$ cat config.mk
export PLATFORM = sky130hd
export DESIGN_NAME = bpi_cmd_arbiter
export DESIGN_NICKNAME = d
export VERILOG_FILES = /design/src/rtl/bpi_cmd_arbiter.sv
export SDC_FILE = /design/constraint.sdc
export NUM_CORES = 1
export LEC_CHECK = 0
export BUFFER_PORTS_ARGS = -buffer_cell sky130_fd_sc_hd__buf_2
export CAP_MARGIN = 25
export CORE_MARGIN = 3
export CORE_UTILIZATION = 50
export CTS_CLUSTER_SIZE = 14
export DETAILED_ROUTE_END_ITERATION = 10
export PLACE_DENSITY = 0.72
export SLEW_MARGIN = 20
export SYNTH_ARGS = -nofsm -noshare
export SYNTH_HDL_FRONTEND = slang
export SYNTH_SLANG_ARGS = --single-unit
export TNS_END_PERCENT = 5
$ cat constraint.sdc
create_clock -name CLK -period 2 [get_ports CLK]
set_clock_uncertainty 0.2 [all_clocks]
set_input_delay 0.1 -clock CLK [delete_from_list [all_inputs] [get_ports CLK]]
set_output_delay 0.1 -clock CLK [all_outputs]
set_load 0.01 [all_outputs]
$ cat src/rtl/bpi_cmd_arbiter.sv
`default_nettype none
// bpi_cmd_arbiter -- J/A command arbiter, start-strobe decoder and watchdog for the BPI sequencer.
// Rev 1.0
module bpi_cmd_arbiter #(
  parameter int               TMO_W   = 24,
  parameter logic [TMO_W-1:0] TMO_MAX = 24'hFFFFFF
) (
  input  logic       CLK,
  input  logic       RST,
  input  logic       jreq,
  input  logic       areq,
  input  logic [4:0] jcmd,
  input  logic [4:0] acmd,
  input  logic       alock,
  output logic       jgnt,
  output logic       agnt,
  output logic       jdone,
  output logic       adone,
  input  logic       seqr_idle,
  input  logic       seq_cmplt,
  input  logic       rpt_error,
  output logic       lk_unlk,
  output logic       buf_prog,
  output logic       std_seq,
  output logic       simple_cmd,
  output logic [4:0] seq_cmnd,
  output logic       noop_seq,
  output logic       owner,
  output logic       busy,
  output logic       timeout,
  input  logic       clr_tmo
);

  typedef enum logic [2:0] {
    S_IDLE   = 3'd0,
    S_LAUNCH = 3'd1,
    S_WAIT   = 3'd2,
    S_DRAIN  = 3'd3,
    S_FAULT  = 3'd4
  } state_t;

  state_t           state, state_nxt;
  logic [TMO_W-1:0] cnt, cnt_nxt;
  // rr_a: A holds round-robin priority (set after a J grant, cleared after an A grant)
  logic             rr_a, rr_a_nxt;
  logic             win_a;
  logic [4:0]       cmnd_nxt;
  logic             owner_nxt, jgnt_nxt, agnt_nxt, jdone_nxt, adone_nxt;
  logic             lk_nxt, buf_nxt, std_nxt, simple_nxt;
  logic             noop_nxt, tmo_nxt, busy_nxt;

  always_ff @(posedge CLK or posedge RST) begin
    if (RST) begin
      state      <= S_IDLE;
      cnt        <= '0;
      rr_a       <= 1'b0;
      seq_cmnd   <= '0;
      owner      <= 1'b0;
      jgnt       <= 1'b0;
      agnt       <= 1'b0;
      jdone      <= 1'b0;
      adone      <= 1'b0;
      lk_unlk    <= 1'b0;
      buf_prog   <= 1'b0;
      std_seq    <= 1'b0;
      simple_cmd <= 1'b0;
      noop_seq   <= 1'b0;
      timeout    <= 1'b0;
      busy       <= 1'b0;
    end else begin
      state      <= state_nxt;
      cnt        <= cnt_nxt;
      rr_a       <= rr_a_nxt;
      seq_cmnd   <= cmnd_nxt;
      owner      <= owner_nxt;
      jgnt       <= jgnt_nxt;
      agnt       <= agnt_nxt;
      jdone      <= jdone_nxt;
      adone      <= adone_nxt;
      lk_unlk    <= lk_nxt;
      buf_prog   <= buf_nxt;
      std_seq    <= std_nxt;
      simple_cmd <= simple_nxt;
      noop_seq   <= noop_nxt;
      timeout    <= tmo_nxt;
      busy       <= busy_nxt;
    end
  end

  // A wins when alone, when locked after its own grant, or when it holds round-robin priority
  assign win_a = areq & (~jreq | (owner & alock) | rr_a);

  always_comb begin
    state_nxt  = state;
    cnt_nxt    = cnt;
    rr_a_nxt   = rr_a;
    cmnd_nxt   = seq_cmnd;
    owner_nxt  = owner;
    jgnt_nxt   = 1'b0;
    agnt_nxt   = 1'b0;
    jdone_nxt  = 1'b0;
    adone_nxt  = 1'b0;
    lk_nxt     = 1'b0;
    buf_nxt    = 1'b0;
    std_nxt    = 1'b0;
    simple_nxt = 1'b0;
    noop_nxt   = noop_seq;
    tmo_nxt    = timeout;

    case (state)
      S_IDLE: begin
        if (seqr_idle && (jreq || areq)) begin
          state_nxt = S_LAUNCH;
          owner_nxt = win_a;
          rr_a_nxt  = ~win_a;
          jgnt_nxt  = ~win_a;
          agnt_nxt  = win_a;
          cmnd_nxt  = win_a ? acmd : jcmd;
        end
      end
      S_LAUNCH: begin
        cnt_nxt   = '0;
        state_nxt = S_WAIT;
        case (seq_cmnd)
          5'h00: begin
            jdone_nxt = ~owner;
            adone_nxt = owner;
            state_nxt = S_IDLE;
          end
          5'h13, 5'h14, 5'h15:        lk_nxt     = 1'b1;
          5'h0C:                      buf_nxt    = 1'b1;
          5'h0A, 5'h0B, 5'h11, 5'h16: std_nxt    = 1'b1;
          default:                    simple_nxt = 1'b1;
        endcase
      end
      S_WAIT: begin
        if (!rpt_error) cnt_nxt = cnt + TMO_W'(1);
        if (seq_cmplt) begin
          jdone_nxt = ~owner;
          adone_nxt = owner;
          noop_nxt  = 1'b1;
          state_nxt = S_DRAIN;
        end else if (cnt == TMO_MAX) begin
          jdone_nxt = ~owner;
          adone_nxt = owner;
          noop_nxt  = 1'b1;
          tmo_nxt   = 1'b1;
          state_nxt = S_FAULT;
        end
      end
      S_DRAIN: begin
        if (seqr_idle) begin
          noop_nxt  = 1'b0;
          state_nxt = S_IDLE;
        end
      end
      S_FAULT: begin
        if (clr_tmo) begin
          tmo_nxt   = 1'b0;
          noop_nxt  = 1'b0;
          state_nxt = S_IDLE;
        end
      end
      default: state_nxt = S_IDLE;
    endcase

    busy_nxt = (state_nxt != S_IDLE);
  end

endmodule
`default_nettype wire

-- Word-level counts from Yosys, hierarchy flattened
Cells that the tools add are included.
- bitwise operators: 7
- muxes and demuxes: 37
- reductions and logical operators: 15
- equal/unequal tests: 19
- add/subtract/negate cells: 1
- operators by type and width (operator ; count):
    24-bit case mux with 2 select lines ; 1
    5-bit equality test (second input constant) ; 5
    24-bit by 1-bit adder with 24-bit output (second input constant) ; 1
    24-bit equality test (second input constant) ; 1
    24-bit two-way mux ; 1
    1-bit two-way mux ; 23
    5-bit by 4-bit equality test with 1-bit output (second input constant) ; 3
    3-bit two-way mux ; 5
    3-bit case mux with 5 select lines ; 1
    2-bit inequality test (second input constant) ; 5
    9-bit OR reduction ; 1
    4-bit AND reduction ; 2
    3-bit by 2-bit equality test with 1-bit output (second input constant) ; 2
    1-bit case mux with 2 select lines ; 3
    3-bit nonzero test ; 2
    5-bit logical NOT ; 1
    5-bit two-way mux ; 1
    2-bit AND reduction ; 2
    2-bit nonzero test ; 2
    4-bit OR reduction ; 1
    3-bit by 1-bit equality test with 1-bit output (second input constant) ; 1
    3-bit equality test (second input constant) ; 1
    3-bit logical NOT ; 1
    3-bit inequality test (second input constant) ; 1
    other kinds (8) ; 12
- output and inout bits: 17
- register bits after elaboration: 45
- word-level logic and storage cells: 95
- input port bits: 19

-- Longest topological paths before layout
Gate-level depths: netlist (run 1).
- depth in word-level cells: 7
- gate-level depth with buffers: 6
- gate-level depth less buffers: 5

-- Worst setup path before layout (run 1)
OpenSTA, ideal clock, no wires.
- path type: register to register
- start point: register state[0]
- end point: register cnt[15]
- stages on the path, launching flop included: 6
- data required time: 1.722 ns
- arrival: 1.731 ns
- setup slack: -0.009 ns
- buffers on the path: 1
- period minus slack after synthesis: 2.009 ns
- library setup time: 0.078 ns
- path through: dfrtp_1 -> buf_4 -> nor4b_4 -> o211ai_1 -> or4_1 -> a21oi_1
- word-level cells in the longest chain between the ends: 3
- elaborated cells between the ends (all ways): 6
- classes of those cells: eq/ne (3); mux (1); reduce/logical (2)
- RTL lines (item ; RTL line ; RTL):
    from (decl) ; 42 ; state_t state, state_nxt;
    from (signal assigned) ; 71 ; state <= state_nxt;
    3-bit by 2-bit equality test with 1-bit output / 3-bit by 1-bit equality test with 1-bit output (equally long branches) ; 110 ; case (state)
    2-bit inequality test (no source line) / 2-bit nonzero test (equally long branches) ; - ;
    2-bit AND reduction (no source line) ; - ;
    to (signal assigned) ; 72 ; cnt <= cnt_nxt;
    to (decl) ; 43 ; logic [TMO_W-1:0] cnt, cnt_nxt;
Parallel ways exist; a longest one is shown, timed or not.
A chain may end at the register's enable or synchronous reset.

-- Worst setup path after layout (run 1)
- start point: register state[2]
- end point: register cnt[19]
The elaborated chain is that of the path after synthesis.

==> run metrics, run 1 <==
Static Leak 1.47 nW; clock tree from TritonCTS done; PD cells 956 nW/µm²; flip-flop count of the largest register after layout 24; most frequently used flop master after synthesis sky130_fd_sc_hd__dfrtp_1; final setup fails 0; cell types with the largest area share after synthesis sky130_fd_sc_hd__dfrtp_1, sky130_fd_sc_hd__nand2_1, sky130_fd_sc_hd__a21oi_1; share of final-layout standard cells stronger than drive strength 1 27.6%; hold path start jreq; Core Rows 24; most common cell after layout, fill and taps aside sky130_fd_sc_hd__dfrtp_1; final routed wirelength across all metal layers 5490 µm; highest-count cells in the layout ignoring fill and taps sky130_fd_sc_hd__dfrtp_1, sky130_fd_sc_hd__buf_2, sky130_fd_sc_hd__buf_4, sky130_fd_sc_hd__nand2_1, sky130_fd_sc_hd__a21oi_1; largest register by flop count cnt; global-route congestion overflow total 0; full die area around 5600 µm²; final routed wire length divided by cell count 14.7 µm; filler instances approximately 340; post-layout minimum cycle time slightly below 2 ns; length of the first detailed-routing pass in iterations 4; Antenna Nets Post-Route 0; Post-Syn Area per Cell 9.50 µm²; DRC violation count after routing 0; post-synthesis sequential area ratio 48.0%; number of vias after detailed routing 2180; data required time at the worst endpoint 2.03 ns; number of global-route vias before repair 2043; status finished clean; clock insertion delay at the later pin of the skew report 0.29 ns; cell count after synthesis 247; clock transition at the registers of the reported paths ~0.08 ns; Placer Congestion 0.849; period utilisation layout a little over nine tenths; PnR Total Power 0.00291 W; antenna cell count 0; # nets final roughly 340; H-Tree Depth 2; layout overhead on the synthesized area 29.6%; final hold vios 0; number of buffers created by CTS 5; cell area after layout 3040 µm²; largest registers cnt: 24 flops, seq_cmnd: 5 flops, state: 3 flops; fraction of synthesis flops using an asynchronous set or reset pin 100%; category of the most critical setup path reg -> reg; Worst Path Arrival 1.98 ns; clock root buffer master sky130_fd_sc_hd__clkbuf_8; post-synthesis sequential element count between 40 and 50; number of placed instances, taps included 352; Critical Path Sink Type register; actual slew at the worst max-slew pin approximately 0.57 ns; Non-Filler Instances about 370; class of the tightest hold or removal check in -> reg; half-perimeter wire length after placement slightly below 4000 µm; number of synthesized flops with an enable pin 0; post-synthesis net count 267; area of the mapped netlist 2350 µm²; Area after DPL 2760 µm²; DR iter-0 viols 114; pin count of the biggest net entering global routing 46; Layout Utilization about two thirds; Setup crit start state[2]; number of violations of the max-capacitance limit 0; unrepaired setup endpoints after global routing true; overall routing resource usage 21.6%; crit path launch type register; distinct cell type count of the synthesized netlist 44; Reg-to-Reg Start state[2]; max-slew violations 0; Max Buffers Root-to-Sink 2; number of synthesis warnings 0; antenna violations before repair 0; Synth top area share a little under half; number of top-level design ports 36; clock sinks 45; wire length of the first global-routing pass 9280 µm; width of the die about 75 µm; Vert. Die Dim 74.5 µm; max_slew headroom 61.9%; Max Freq 511 MHz; final setup TNS 0 ns; number of buffers inserted by port buffering 35; Critical Path Fanout Max 6; post-synthesis cell type with the largest combined area sky130_fd_sc_hd__dfrtp_1; core region area 4440 µm²; starting density of the core between 50% and 60%; worst-case vdd ir drop 0.000701 V; average vias per placed instance 5.83
==> cell type report <==
class / count / area, µm² / area share (%)
timing repair buffer: 80 / 548 / 18.0
inverter: 9 / 33.8 / 1.11
clock buffer: 5 / 68.8 / 2.26
tap: 52 / 65.1 / 2.14
multi-input combinational: 182 / 1190 / 39.2
sequential: 45 / 1130 / 37.1
clock inverter: 1 / 5.00 / 0.165
==> final timing paths <==
check	to	slack (ns)	depth (start not counted)
min	state[0]	0.06	4
max in group asynchronous	state[0]	0.89	4
min reg2reg	jdone	0.32	1
max	cnt[19]	0.04	4
max reg2reg	cnt[19]	0.04	4
min in group asynchronous	cnt[22]	0.29	4
==> synth_stat cells (all sizes together) (5+ instances only) <==
master	number
dfrtp	45
nand2	27
a21oi	17
o21ai	17
nor2	12
nand3	10
inv	9
nand2b	8
nand4	8
or3	8
and2	7
clkbuf	7
a221o	6
mux2i	6
and3	5
==> routing by layer <==
metal	up-vias	GRT usage [%]	share of wire [%]
li1	1067	-	-
met1	1065	29.2	48
met2	36	35.2	48
met3	12	4.19	2.4
met4	0	6.32	1.7
met5	-	0	0
==> where the power goes <==
group          switching (W)  internal [W]  total [W]
Clock               0.000283      0.000230   0.000513
Combinational       0.000627      0.000514    0.00114
Sequential          0.000180       0.00107    0.00125
Total                0.00109       0.00182    0.00291
==> metrics by stage <==
stage | hold slack (ns) | setup WS (ns)
2_1_floorplan | 0.00732 | 0.00733
3_3_place_gp | 0.0732 | -0.00395
3_5_place_dp | 0.0818 | -0.00318
4_1_cts | 0.0505 | 0.0159
5_1_grt | 0.0896 | -0.0504
6_report | 0.0575 | 0.0437
==> worst max-delay path: stages, from the launching register on <==
cell                       delay, ns
sky130_fd_sc_hd__dfrtp_2        0.45
sky130_fd_sc_hd__nor4b_4        0.29
sky130_fd_sc_hd__o211ai_1       0.26
sky130_fd_sc_hd__or4b_1         0.57
sky130_fd_sc_hd__a21oi_2        0.12
==> repair_timing <==
action | in CTS | in global routing
pin swaps | 0 | 8
gates resized for setup | 2 | 10
setup endpoints to repair | 2 | 23
hold endpoints to repair | 54 | 0
hold buffers | 14 | 0
setup buffers | 0 | 2
==> kinds of logic after synthesis <==
family	count (synthesis)	share of synthesized area (%)
AND/OR/NAND/NOR	108	26.6
adder cells (fa/ha/maj)	1	0.533
multiplexers	6	2.56
XOR/XNOR	4	1.49
flip-flops	45	48.0
buffers and inverters	20	3.47
AO/OA/AOI/OAI	63	17.4
No activity file was read; power rests on OpenSTA's default activity.
==> run 2: changes to the inputs <==
--- a/config.mk
+++ b/config.mk
@@ -7,7 +7,6 @@
 export LEC_CHECK = 0
 export BUFFER_PORTS_ARGS = -buffer_cell sky130_fd_sc_hd__buf_2
 export CAP_MARGIN = 25
-export CORE_MARGIN = 3
 export CORE_UTILIZATION = 50
 export CTS_CLUSTER_SIZE = 14
 export DETAILED_ROUTE_END_ITERATION = 10
==> run 2 against run 1 <==
The run now ends with design-rule violations left. Total power increased by 7.9%. Worst hold slack got worse by 0.038 ns. Flip-flop and latch count stayed put. Combinational power up 6%. Maximum frequency fell by 0.89%. Non-clock buffer count grew 1. Critical path depth rose by 1. Global-route usage is 3.2 points higher. Cell area increased by 1.9%.
==> run metrics, run 2 (synthesized netlist as in run 1, its figures left out) <==
pin count of the biggest net entering global routing 25 (was 46); cell area after layout 3100 µm² (was 3040 µm²); average vias per placed instance 5.76 (was 5.83); number of placed instances, taps included 354 (was 352); final setup fails 0 (unchanged); width of the die 70.5 µm (was 74.5 µm); overall routing resource usage 24.8% (was 21.6%); PD cells 1010 nW/µm² (was 956 nW/µm²); category of the most critical setup path reg -> reg (unchanged); number of violations of the max-capacitance limit 0 (unchanged); violated checks design-rule violations; final critical-path setup slack 0.0260 ns (was 0.0437 ns); clock insertion delay at the later pin of the skew report 0.30 ns (was 0.29 ns); wire length of the first global-routing pass 9600 µm (was 9280 µm); Setup crit start state[2] (unchanged); Area after DPL 2770 µm² (was 2760 µm²); Worst Path Arrival 1.99 ns (was 1.98 ns); max_slew headroom 65.6% (was 61.9%); status finished, violations left (was finished clean); number of top-level design ports 36 (unchanged); period utilisation layout 98.7% (was 97.8%); post-layout minimum cycle time 1.97 ns (was 1.96 ns); clock tree from TritonCTS done (unchanged); number of vias after detailed routing 2173 (was 2180); final hold vios 0 (unchanged); number of global-route vias before repair 2065 (was 2043); core region area 4440 µm² (unchanged); half-perimeter wire length after placement 4000 µm (was 3890 µm); actual slew at the worst max-slew pin 0.515 ns (was 0.571 ns); Core Rows 24 (unchanged); most common cell after layout, fill and taps aside sky130_fd_sc_hd__dfrtp_1 (unchanged); DR iter-0 viols 103 (was 114); Critical Path Sink Type register (unchanged); length of the first detailed-routing pass in iterations 7 (was 4); max-slew violations 0 (unchanged); hold path start seqr_idle (was jreq); Vert. Die Dim 70.5 µm (was 74.5 µm); filler instances 342 (was 343); worst setup slack after placement -0.130 ns (was -0.00318 ns); final routed wire length divided by cell count 15.1 µm (was 14.7 µm); Max Freq 507 MHz (was 511 MHz); number of buffers created by CTS 5 (unchanged); Layout Utilization 69.7% (was 68.4%); Critical Path Fanout Max 5 (was 6); number of buffers inserted by port buffering 35 (unchanged); Placer Congestion 0.824 (was 0.849); unrepaired setup endpoints after global routing true (unchanged); # nets final 344 (was 343); full die area 4970 µm² (was 5550 µm²); Static Leak 1.51 nW (was 1.47 nW); antenna violations before repair 0 (unchanged); global-route congestion overflow total 0 (unchanged); Max Buffers Root-to-Sink 2 (unchanged); worst stage delay on the critical path 0.45 ns (was 0.57 ns); antenna cell count 0 (unchanged); final routed wirelength across all metal layers 5680 µm (was 5490 µm); largest registers cnt: 24 flops, seq_cmnd: 5 flops, state: 3 flops (unchanged); cell type of the slowest stage on the worst timing path sky130_fd_sc_hd__dfrtp_1 (was sky130_fd_sc_hd__or4b_1); clock transition at the registers of the reported paths 0.08 ns (about the same); highest-count cells in the layout ignoring fill and taps sky130_fd_sc_hd__dfrtp_1, sky130_fd_sc_hd__buf_2, sky130_fd_sc_hd__buf_4, sky130_fd_sc_hd__nand2_1, sky130_fd_sc_hd__a21oi_1 (unchanged); DRC violation count after routing 2 (was 0); register area 1130 µm² (about the same); Reg-to-Reg Start state[2] (unchanged); CP cell instances nor4b_4 -> o211ai_1 -> buf_4 -> or3_1 -> a21oi_1 (was nor4b_4 -> o211ai_1 -> or4b_1 -> a21oi_2); clock sinks 45 (unchanged); class of the tightest hold or removal check in -> reg (unchanged); share of final-layout standard cells stronger than drive strength 1 27.7% (was 27.6%); flip-flop count of the largest register after layout 24 (unchanged); starting density of the core 52.8% (unchanged); data required time at the worst endpoint 2.02 ns (was 2.03 ns); crit path launch type register (unchanged); Non-Filler Instances 377 (was 374); clock root buffer master sky130_fd_sc_hd__clkbuf_8 (unchanged); PnR Total Power 0.00313 W (was 0.00291 W); largest register by flop count cnt (unchanged); Antenna Nets Post-Route 0 (unchanged); layout overhead on the synthesized area 32.1% (was 29.6%); combined area of the multi-input logic cells 1190 µm² (about the same); H-Tree Depth 2 (unchanged); worst-case vdd ir drop 0.000727 V (was 0.000701 V)
## run 2: power by group
| group | internal (W) | total, W | switching (W) | leakage, nW |
|---|---|---|---|---|
| registers | 0.00107 | 0.00122 | 0.000145 | 0.595 |
| logic | 0.000546 | 0.00121 | 0.000665 | 0.852 |
| clock network | 0.000408 | 0.000707 | 0.000300 | 0.0585 |
| total | 0.00202 | 0.00313 | 0.00111 | 1.51 |
## run 2: final timing paths
check	end	slack, ns	cells past startpoint
setup / recovery	cnt[13]	0.03	5
hold / removal	state[0]	0.02	4
setup reg to reg	cnt[13]	0.03	5
hold reg to reg	jdone	0.32	1
max in group asynchronous	state[0]	0.85	4
min in group asynchronous	simple_cmd	0.18	3
## run 2: final cells by class
class | instances | area share (%)
clock buffer | 7 | 2.79
clock inverter | 1 | 0.969
inverter | 9 | 1.09
multi-input combinational | 182 | 38.6
sequential | 45 | 36.4
tap | 52 | 2.10
timing repair buffer | 81 | 18.1
## run 2: metrics by stage
stage	hold slack (ns)	setup TNS, ns
6_report	0.0192	0
5_1_grt	0.0350	-0.264
4_1_cts	0.00356	0
3_5_place_dp	-0.0309	-0.567
3_3_place_gp	-0.0303	-0.698
2_1_floorplan	0.00732	0
## run 2: critical path: cells and delay by family (launching register included)
| family | cells | cell delay [ns] |
|---|---|---|
| AO/OA/AOI/OAI | 2 | 0.42 |
| buffers and inverters | 1 | 0.21 |
| AND/OR/NAND/NOR | 2 | 0.63 |
| flip-flops | 1 | 0.45 |
## run 2: routing by layer
layer	vias to the layer above	GRT usage [%]	share of wire, %
met1	1045	31.9	44
met5	-	0	0
met4	0	6.58	0.95
met2	55	42.4	50
li1	1067	-	-
met3	6	5.34	4.8
## run 2: timing repair
| item | CTS | global route |
|---|---|---|
| pin swaps | 0 | 3 |
| buffers inserted | 0 | 2 |
| hold buffers | 13 | 0 |
| hold endpoints to repair | 32 | 0 |
| setup endpoints to repair | 8 | 23 |
| gates resized for setup | 2 | 11 |
==> run 3: changes to the inputs <==
--- a/config.mk
+++ b/config.mk
@@ -8,6 +8,7 @@
 export BUFFER_PORTS_ARGS = -buffer_cell sky130_fd_sc_hd__buf_2
 export CAP_MARGIN = 25
 export CORE_UTILIZATION = 50
+export CTS_CLUSTER_DIAMETER = 80
 export CTS_CLUSTER_SIZE = 14
 export DETAILED_ROUTE_END_ITERATION = 10
 export PLACE_DENSITY = 0.72
==> constraint.sdc (replaced) <==
create_clock -name CLK -period 1.65 [get_ports CLK]
set_clock_uncertainty 0.2 [all_clocks]
set_input_delay 0.0825 -clock CLK [delete_from_list [all_inputs] [get_ports CLK]]
set_output_delay 0.0825 -clock CLK [all_outputs]
set_load 0.01 [all_outputs]
==> run 3 against run 2 <==
The flow finishes with violations (negative hold slack, negative setup slack). Flip-flop and latch count is the same. Total power rose by 28%. Global-route usage is 2.4 points higher. Cell area increased by 11%. Critical path depth shrank 1. Largest power group is now combinational cells.
==> run metrics, run 3 (synthesized netlist as in run 1, its figures left out) <==
class of the tightest hold or removal check in -> reg (unchanged); antenna cell count 0 (unchanged); average vias per placed instance 5.79 (was 5.76); width of the die 70.5 µm (unchanged); actual slew at the worst max-slew pin 0.430 ns (was 0.515 ns); Core Rows 24 (unchanged); cell type of the slowest stage on the worst timing path sky130_fd_sc_hd__or4b_1 (was sky130_fd_sc_hd__dfrtp_1); Antenna Nets Post-Route 0 (unchanged); number of buffers inserted by port buffering 35 (unchanged); Vert. Die Dim 70.5 µm (unchanged); # nets final 372 (was 344); full die area 4970 µm² (unchanged); final critical-path setup slack -0.241 ns (was 0.0260 ns); category of the most critical setup path reg -> reg (unchanged); Layout Utilization 77.4% (was 69.7%); final hold vios 2 (was 0); CP cell instances nand4_2 -> or3_4 -> or4b_1 -> a21oi_1 (was nor4b_4 -> o211ai_1 -> buf_4 -> or3_1 -> a21oi_1); Worst R2R Setup Slack -0.24 ns (was 0.03 ns); number of global-route vias before repair 2249 (was 2065); global-route congestion overflow total 0 (unchanged); Placer Congestion 0.895 (was 0.824); overall routing resource usage 27.1% (was 24.8%); final setup fails 34 (was 0); unrepaired setup endpoints after global routing true (unchanged); DR iter-0 viols 138 (was 103); Reg-to-Reg Start cnt[4] (was state[2]); max_slew headroom 71.3% (was 65.6%); antenna violations before repair 0 (unchanged); Static Leak 1.67 nW (was 1.51 nW); highest-count cells in the layout ignoring fill and taps sky130_fd_sc_hd__buf_4, sky130_fd_sc_hd__dfrtp_1, sky130_fd_sc_hd__buf_2, sky130_fd_sc_hd__nand2_1 (was sky130_fd_sc_hd__dfrtp_1, sky130_fd_sc_hd__buf_2, sky130_fd_sc_hd__buf_4, sky130_fd_sc_hd__nand2_1, sky130_fd_sc_hd__a21oi_1); half-perimeter wire length after placement 4190 µm (was 4000 µm); status finished, violations left (unchanged); largest register by flop count cnt (unchanged); crit path launch type register (unchanged); family with the most delay on the worst path simple AND/OR/NAND/NOR gates (unchanged); flip-flop count of the largest register after layout 24 (unchanged); clock transition at the registers of the reported paths 0.08 ns (about the same); max-slew violations 0 (unchanged); final routed wirelength across all metal layers 6460 µm (was 5680 µm); layout overhead on the synthesized area 46.7% (was 32.1%); Hold Path Stages 3 (was 4); core region area 4440 µm² (unchanged); clock insertion delay at the later pin of the skew report 0.30 ns (about the same); Critical Path Sink Type register (unchanged); number of vias after detailed routing 2341 (was 2173); worst slack on hold paths -0.0159 ns (was 0.0192 ns); worst-case vdd ir drop 0.000847 V (was 0.000727 V); cts hold-fix bufs 14 (was 13); Max Buffers Root-to-Sink 2 (unchanged); starting density of the core 52.8% (unchanged); post-layout minimum cycle time 1.89 ns (was 1.97 ns); most common cell after layout, fill and taps aside sky130_fd_sc_hd__buf_4 (was sky130_fd_sc_hd__dfrtp_1); worst stage delay on the critical path 0.51 ns (was 0.45 ns); clock tree from TritonCTS done (unchanged); clock root buffer master sky130_fd_sc_hd__clkbuf_8 (unchanged); number of top-level design ports 36 (unchanged); largest registers cnt: 24 flops, seq_cmnd: 5 flops, state: 3 flops (unchanged); Worst Path Arrival 1.92 ns (was 1.99 ns); wire length of the first global-routing pass 10600 µm (was 9600 µm); DRC violation count after routing 0 (was 2); share of final-layout standard cells stronger than drive strength 1 38.9% (was 27.7%); buffers and inverters on the worst path 0 (was 1); endpoint of the worst register-to-register path cnt[19] (was cnt[13]); hold path start rpt_error (was seqr_idle); pin count of the biggest net entering global routing 28 (was 25); cell count of the worst reg-to-reg path 4 (was 5); violated checks negative hold slack, negative setup slack (was design-rule violations); clock sinks 45 (unchanged); PnR Total Power 0.00401 W (was 0.00313 W); data required time at the worst endpoint 1.67 ns (was 2.02 ns); final setup TNS -4.63 ns (was 0 ns); PD cells 1160 nW/µm² (was 1010 nW/µm²); length of the first detailed-routing pass in iterations 4 (was 7); final routed wire length divided by cell count 16.0 µm (was 15.1 µm); Max Freq 529 MHz (was 507 MHz); number of buffers created by CTS 5 (unchanged); Critical Path Fanout Max 7 (was 5); period utilisation layout 115% (was 98.7%); number of cells on the critical path 4 (was 5); number of violations of the max-capacitance limit 0 (unchanged); worst hold endpoint cnt[3] (was state[0]); H-Tree Depth 2 (unchanged)
run 3: layer usage:
| layer | routed length (µm) | global-route usage [%] |
|---|---|---|
| met1 | 2800 | 35.6 |
| met2 | 3300 | 46.0 |
| met3 | 254 | 4.76 |
| met4 | 114 | 8.62 |
| met5 | 0 | 0 |
run 3: power by group:
| group | switching, W | total, W | internal, W |
|---|---|---|---|
| clock | 0.000362 | 0.000695 | 0.000333 |
| combinational | 0.00102 | 0.00188 | 0.000857 |
| sequential | 0.000134 | 0.00143 | 0.00130 |
| total | 0.00152 | 0.00401 | 0.00249 |
run 3: worst register-to-register path, stage by stage, from the launching register on:
cell                      delay [ns]
sky130_fd_sc_hd__dfrtp_1        0.39
sky130_fd_sc_hd__nand4_2        0.14
sky130_fd_sc_hd__or3_4          0.43
sky130_fd_sc_hd__or4b_1         0.51
sky130_fd_sc_hd__a21oi_1        0.15
run 3: timing repair:
action | CTS | global route
endpoints found under the hold margin | 57 | 1
pin swaps | 25 | 10
endpoints found under the setup margin | 42 | 42
resized for setup | 21 | 26
buffers inserted | 1 | 1
cloned | 0 | 0
run 3: area by class of cell:
class                   instances  area (µm²)
clock buffers                   7        86.3
fillers                       283        1000
inverters                       9        33.8
multi-input cells             182        1320
flip-flops and latches         45        1130
well taps                      52        65.1
repair buffers                109         810
run 3: worst max path at each step:
stage	startpoint	slack, ns	end
after floorplan	state[2]	-0.31	cnt[14]
after global placement	state[2]	-0.37	seq_cmnd[0]
after detailed placement	state[2]	-0.41	seq_cmnd[1]
after CTS	state[2]	-0.24	cnt[19]
after global routing	state[2]	-0.30	cnt[13]
final	cnt[4]	-0.24	cnt[19]
run 3: per-stage QoR:
step	instance area (µm²)	setup WS, ns	std cells
4_1_cts	3320	-0.239	403
3_5_place_dp	2990	-0.414	381
5_1_grt	3440	-0.299	404
6_report	3440	-0.241	404
3_3_place_gp	2990	-0.367	381
2_1_floorplan	2350	-0.307	247
